===== config.mk =====
export PLATFORM = sky130hd
export DESIGN_NAME = issue_queue
export DESIGN_NICKNAME = d
export VERILOG_FILES = /design/src/rtl/issue_queue.sv
export SDC_FILE = /design/constraint.sdc
export NUM_CORES = 1
export LEC_CHECK = 0
export CAP_MARGIN = 0
export CORE_ASPECT_RATIO = 0.8
export CORE_MARGIN = 5
export CORE_UTILIZATION = 56
export CTS_BUF_LIST = sky130_fd_sc_hd__clkbuf_8 sky130_fd_sc_hd__clkbuf_16
export CTS_CLUSTER_SIZE = 12
export DETAILED_ROUTE_END_ITERATION = 10
export HOLD_SLACK_MARGIN = 0.1
export PLACE_DENSITY = 0.85
export SYNTH_ARGS = -nofsm -noshare
export SYNTH_HDL_FRONTEND = slang
export SYNTH_SLANG_ARGS = --single-unit

===== constraint.sdc =====
create_clock -name clock -period 5.4 [get_ports clock]
set_input_delay 0.81 -clock clock [delete_from_list [all_inputs] [get_ports clock]]
set_output_delay 0.81 -clock clock [all_outputs]
set_load 0.1 [all_outputs]

===== src/rtl/issue_queue.sv =====
// Circular issue queue: multi-entry insert at the tail, up to ISSUE_PER_CYCLE head
// entries presented combinationally, partial consume, branch flush and a sticky protocol-error flag.
module issue_queue #(
    parameter int  DEPTHLOG2        = 4,
    parameter int  ISSUE_PER_CYCLE  = 4,
    parameter int  INSERT_PER_CYCLE = 2,
    parameter int  ISS_PC_LOG2      = $clog2(ISSUE_PER_CYCLE),
    parameter int  INS_PC_LOG2      = $clog2(INSERT_PER_CYCLE),
    parameter type iq_entry_t       = logic [31:0]
) (
    input  logic                                    clock,
    input  logic                                    reset,
    input  logic                                    ins_enable,
    input  logic [INS_PC_LOG2-1:0]                  ins_count,
    input  iq_entry_t [INSERT_PER_CYCLE-1:0]        ins_entries,
    output logic                                    full,
    input  logic                                    ext_enable,
    input  logic [ISS_PC_LOG2-1:0]                  ext_consumed,
    output logic [ISSUE_PER_CYCLE-1:0]              ext_valid,
    output iq_entry_t [ISSUE_PER_CYCLE-1:0]         insns,
    output logic                                    empty,
    input  logic                                    branch_flush,
    output logic [DEPTHLOG2:0]                      occupancy,
    output logic                                    proto_err
);

    localparam int DEPTH = 1 << DEPTHLOG2;

    typedef logic [DEPTHLOG2-1:0] ptr_t;
    typedef logic [DEPTHLOG2:0]   cnt_t;

    localparam cnt_t DEPTH_C   = cnt_t'(DEPTH);
    localparam cnt_t INS_PER_C = cnt_t'(INSERT_PER_CYCLE);

    iq_entry_t mem_q [DEPTH];

    ptr_t rd_ptr_q, rd_ptr_d;
    ptr_t wr_ptr_q, wr_ptr_d;
    cnt_t occ_q, occ_d;
    logic err_q, err_d;

    cnt_t push_req, pop_req, push_cnt, pop_cnt;
    logic push_ok, push_drop, over_consume;

    // Full is judged on pre-pop occupancy, so a same-cycle pop never frees room for a push.
    assign full      = (DEPTH_C - occ_q) < INS_PER_C;
    assign empty     = (occ_q == '0);
    assign occupancy = occ_q;
    assign proto_err = err_q;

    assign push_req     = cnt_t'(ins_count) + cnt_t'(1);
    assign pop_req      = cnt_t'(ext_consumed) + cnt_t'(1);
    assign push_ok      = ins_enable && !full;
    assign push_drop    = ins_enable && full;
    assign over_consume = ext_enable && (pop_req > occ_q);
    assign push_cnt     = push_ok ? push_req : '0;

    always_comb begin
        pop_cnt = '0;
        if (ext_enable) begin
            pop_cnt = over_consume ? occ_q : pop_req;
        end
    end

    always_comb begin
        rd_ptr_d = rd_ptr_q;
        wr_ptr_d = wr_ptr_q;
        occ_d    = occ_q;
        err_d    = err_q;
        if (branch_flush) begin
            // Flush discards any same-cycle traffic, including its protocol violations.
            rd_ptr_d = '0;
            wr_ptr_d = '0;
            occ_d    = '0;
        end else begin
            rd_ptr_d = rd_ptr_q + ptr_t'(pop_cnt);
            wr_ptr_d = wr_ptr_q + ptr_t'(push_cnt);
            occ_d    = occ_q + push_cnt - pop_cnt;
            err_d    = err_q | push_drop | over_consume;
        end
    end

    always_ff @(posedge clock) begin
        if (reset) begin
            rd_ptr_q <= '0;
            wr_ptr_q <= '0;
            occ_q    <= '0;
            err_q    <= 1'b0;
        end else begin
            rd_ptr_q <= rd_ptr_d;
            wr_ptr_q <= wr_ptr_d;
            occ_q    <= occ_d;
            err_q    <= err_d;
        end
    end

    // Storage is left unreset; only the pointers define which slots hold live entries.
    always_ff @(posedge clock) begin
        if (!reset && !branch_flush && push_ok) begin
            for (int k = 0; k < INSERT_PER_CYCLE; k++) begin
                if (cnt_t'(k) < push_req) begin
                    mem_q[ptr_t'(wr_ptr_q + ptr_t'(k))] <= ins_entries[k];
                end
            end
        end
    end

    generate
        for (genvar gi = 0; gi < ISSUE_PER_CYCLE; gi++) begin : g_head
            assign insns[gi]     = mem_q[ptr_t'(rd_ptr_q + ptr_t'(gi))];
            assign ext_valid[gi] = (occ_q > cnt_t'(gi));
        end
    endgenerate

endmodule


==> metrics <==
Static Leakage 13.48 nW; cell depth of the worst flop-to-flop path 10; cell type with the largest total area after synthesis sky130_fd_sc_hd__edfxtp_1; Seq pwr share 0.335; internal power contribution 8.489 mW; peak supply drop 0.4222 mV; routed metal-1 wirelength 39410 µm; floorplan die height 243.6 µm; HP Start proto_err$_SDFFE_PP0N_; Post-Layout Inst Area 44070 µm²; area added between synthesis and finish 15.37%; maximum root-to-sink buffer count 3; GRT Resource Usage Total 0.3220; final hold violation count 0; f_max 210.2 MHz; portion of the clock cycle consumed by the worst path in the final layout 0.8811; final routed wire length divided by cell count 34.10 µm; power density of the placed cells 315.4 nW/µm²; H-tree lvl count 2; Setup crit start rd_ptr_q[1]$_SDFF_PP0_; classification of the worst-slack hold path flip-flop to flip-flop; Design Power 13.90 mW; Top Layer Used met5; gate count after technology mapping 2479; area of the placeable core 67430 µm²; startpoint-to-endpoint class of the critical path flip-flop to output pin; CP Data Required Time 4.59 ns; Top Ports 212; final weighted congestion of routability-driven global placement 0.8680; Die W 302.0 µm; Clk Latency, worst-skew pair 0.62 ns; top-count cell post-synth sky130_fd_sc_hd__edfxtp_1; Sw Pwr 5.411 mW; peak fanout along the critical path 55; Avg Inst Size Synth 15.41 µm²; placed cell count 3402; Final Max Slew Viols 0; minimum setup slack among reg-to-reg paths 1.07 ns; net count after synthesis 2580; number of remaining DRC errors 0; die footprint 73570 µm²; number of input and output port buffers inserted 211; max-cap violations 0; fraction of final layout cells sized beyond drive strength 1 0.4930; vias after detailed routing 26620; number of vias per cell after detailed routing 7.602; detailed placement HPWL 71810 µm; setup repair after global routing missed its margin no; setup repair bufs after CTS 0; Finished Layout Cells 3502; Syn. warnings 0; Worst Setup EP insns[6]; list of most frequent post-synthesis cells 512 x sky130_fd_sc_hd__edfxtp_1, 485 x sky130_fd_sc_hd__mux4_2, 365 x sky130_fd_sc_hd__mux2_2, 196 x sky130_fd_sc_hd__clkbuf_1, 147 x sky130_fd_sc_hd__mux2_1; sequential fraction of the synthesis area 0.4098; site row count 85; residual overflow from global routing 0; master cell of the clock root buffer sky130_fd_sc_hd__clkbuf_16; # clock sinks 526; number of distinct library cell variants in the gate-level netlist after synthesis 47; fraction of post-synthesis cell area in the top cell type by area 0.4025; async set-reset flop share out of synthesis 0; final antenna-violating net count 0; net count reported at finish 2647; area of the mapped netlist 38200 µm²; met3 wire length 17710 µm; Crit Reg-Reg Startpoint occupancy[0]$_SDFF_PP0_; worst-margin pin slew 1.037 ns; initial antenna violation count 8; Seq cells post-synth 526; Initial Util 0.5665; via count of the first global-routing pass 26940; placed cell area 42430 µm²; most common flop cell mapped by yosys sky130_fd_sc_hd__edfxtp_1; maximum number of pins on one net before global-route repair 81; result of the run finished, final reports clean; worst clock skew 0.01361 ns; category of the worst setup path launch point flip-flop; fillers 4531; first-pass GRT wire length 177100 µm; Post-CTS Hold Buffers 0; switching portion of total power 0.3893; top cells by area in the synthesized netlist sky130_fd_sc_hd__edfxtp_1 40%, sky130_fd_sc_hd__mux4_2 29%, sky130_fd_sc_hd__mux2_2 11%, sky130_fd_sc_hd__mux2_1 4.3%, sky130_fd_sc_hd__mux2i_1 3.2%; endpoint of the most critical register-to-register path mem_q[12][0]$_DFFE_PP_; number of buffers inserted during clock tree synthesis 55; detailed-routing iteration count for the pre-antenna-repair pass 5; number of DRC markers in iteration 0 3732; proportion of power drawn by combinational gates 0.406; Detail Route met2 WL 55550 µm; Critical Path Sink Type output pin; clock tree from TritonCTS built; clock share of power 0.258; Post-Route WL 119400 µm; worst-case headroom to the max-slew limit 0.3073; final setup vio count 0; number of instances resized during post-cts repair 0; CTS clk-pin slew, worst paths 0.06 ns; worst path arrival time 3.95 ns; Final min period 4.758 ns; number of enable flip-flop cells after synthesis 512
-- worst max-delay path: stages (launching register included) --
cell and delay, ns:
sky130_fd_sc_hd__dfxtp_4 0.65, sky130_fd_sc_hd__buf_12 0.38, sky130_fd_sc_hd__mux4_2 0.60, sky130_fd_sc_hd__mux4_2 0.58, sky130_fd_sc_hd__clkdlybuf4s50_1 1.02
-- how the worst min path moves through the flow --
stage | endpoint | cells past startpoint | slack (ns)
3_5_place_dp | proto_err$_SDFFE_PP0N_ | 2 | 0.52
3_3_place_gp | proto_err$_SDFFE_PP0N_ | 2 | 0.52
5_1_grt | proto_err$_SDFFE_PP0N_ | 2 | 0.54
2_1_floorplan | wr_ptr_q[3]$_SDFF_PP0_ | 2 | 0.54
4_1_cts | proto_err$_SDFFE_PP0N_ | 2 | 0.53
6_report | proto_err$_SDFFE_PP0N_ | 2 | 0.53
-- kinds of logic after synthesis --
kind of cell | after synthesis | share of synthesized area
AO/OA/AOI/OAI | 218 | 0.03754
XOR/XNOR | 15 | 0.003636
adder cells (fa/ha/maj) | 29 | 0.01029
buffers and inverters | 310 | 0.03459
flip-flops | 526 | 0.4098
multiplexers | 1118 | 0.4686
other | 1 | 0.00009817
AND/OR/NAND/NOR | 262 | 0.03544
-- layout by cell type (no fill, tap or decap), types with 7 or more instances in the layout --
cell                              netlist  routed
sky130_fd_sc_hd__edfxtp_1             512     512
sky130_fd_sc_hd__buf_4                 10     124
sky130_fd_sc_hd__a31oi_2                0      37
sky130_fd_sc_hd__clkinv_1               0      11
sky130_fd_sc_hd__nor2_1                31      16
sky130_fd_sc_hd__clkbuf_16              0      55
sky130_fd_sc_hd__dfxtp_1               14      10
sky130_fd_sc_hd__clkinv_2               0      10
sky130_fd_sc_hd__mux4_2               485     485
sky130_fd_sc_hd__nand2_1               90      90
sky130_fd_sc_hd__inv_1                 18      31
sky130_fd_sc_hd__clkdlybuf4s50_1        0      93
sky130_fd_sc_hd__a21oi_2                0      54
sky130_fd_sc_hd__and2_1                33      33
sky130_fd_sc_hd__mux2i_1              121     121
sky130_fd_sc_hd__a21oi_1               61       7
sky130_fd_sc_hd__nor2b_1               67      66
sky130_fd_sc_hd__a211oi_1              87      87
sky130_fd_sc_hd__ha_1                  25      23
sky130_fd_sc_hd__nor2_4                 4      20
sky130_fd_sc_hd__nand3_1                7       7
sky130_fd_sc_hd__buf_12                 0      84
sky130_fd_sc_hd__mux2_1               147     147
sky130_fd_sc_hd__mux2_2               365     365
-- cell type report --
cell class                 instances  area (µm²)  share of cell area
timing repair buffer             301        3543             0.08040
tap                              913        1142             0.02592
antenna                            5       12.51           0.0002839
inverter                          19       71.32            0.001618
clock inverter                    40       252.7            0.005735
multi-input combinational       1643       22000              0.4993
sequential                       526       15670              0.3555
clock buffer                      55        1376             0.03123
-- power by group through the flow --
stage	Combinational (mW)	Sequential [mW]	Clock, mW
2_1_floorplan	4.03	4.80	0
3_3_place_gp	5.54	4.74	0
3_5_place_dp	5.62	4.75	0
4_1_cts	5.64	4.66	3.60
5_1_grt	5.86	4.67	3.77
6_report	5.65	4.66	3.59
-- layer usage --
metal / track usage / vias up
li1: - / 10460
met1: 0.4236 / 13440
met2: 0.5011 / 2279
met3: 0.09470 / 439
met4: 0.1456 / 8
met5: 0 / -
-- sequential cells by signal, summed over array words and instances (netlist names) --
register	count
occupancy	5
proto_err	1
wr_ptr_q	4
mem_q	512
rd_ptr_q	4
-- metrics by stage --
| step | util | worst slack [ns] | hold slack [ns] | TNS (ns) |
|---|---|---|---|---|
| 3_5_place_dp | 0.6292 | 0.8602 | 0.5208 | 0 |
| 2_1_floorplan | - | -0.7596 | 0.5447 | -103.88 |
| 4_1_cts | 0.6534 | 0.6277 | 0.5295 | 0 |
| 5_1_grt | 0.6535 | 0.4703 | 0.5436 | 0 |
| 6_report | 0.6536 | 0.6421 | 0.5286 | 0 |
| 3_3_place_gp | 0.6292 | 0.9297 | 0.5196 | 0 |
(Power assumes the default switching activity.)
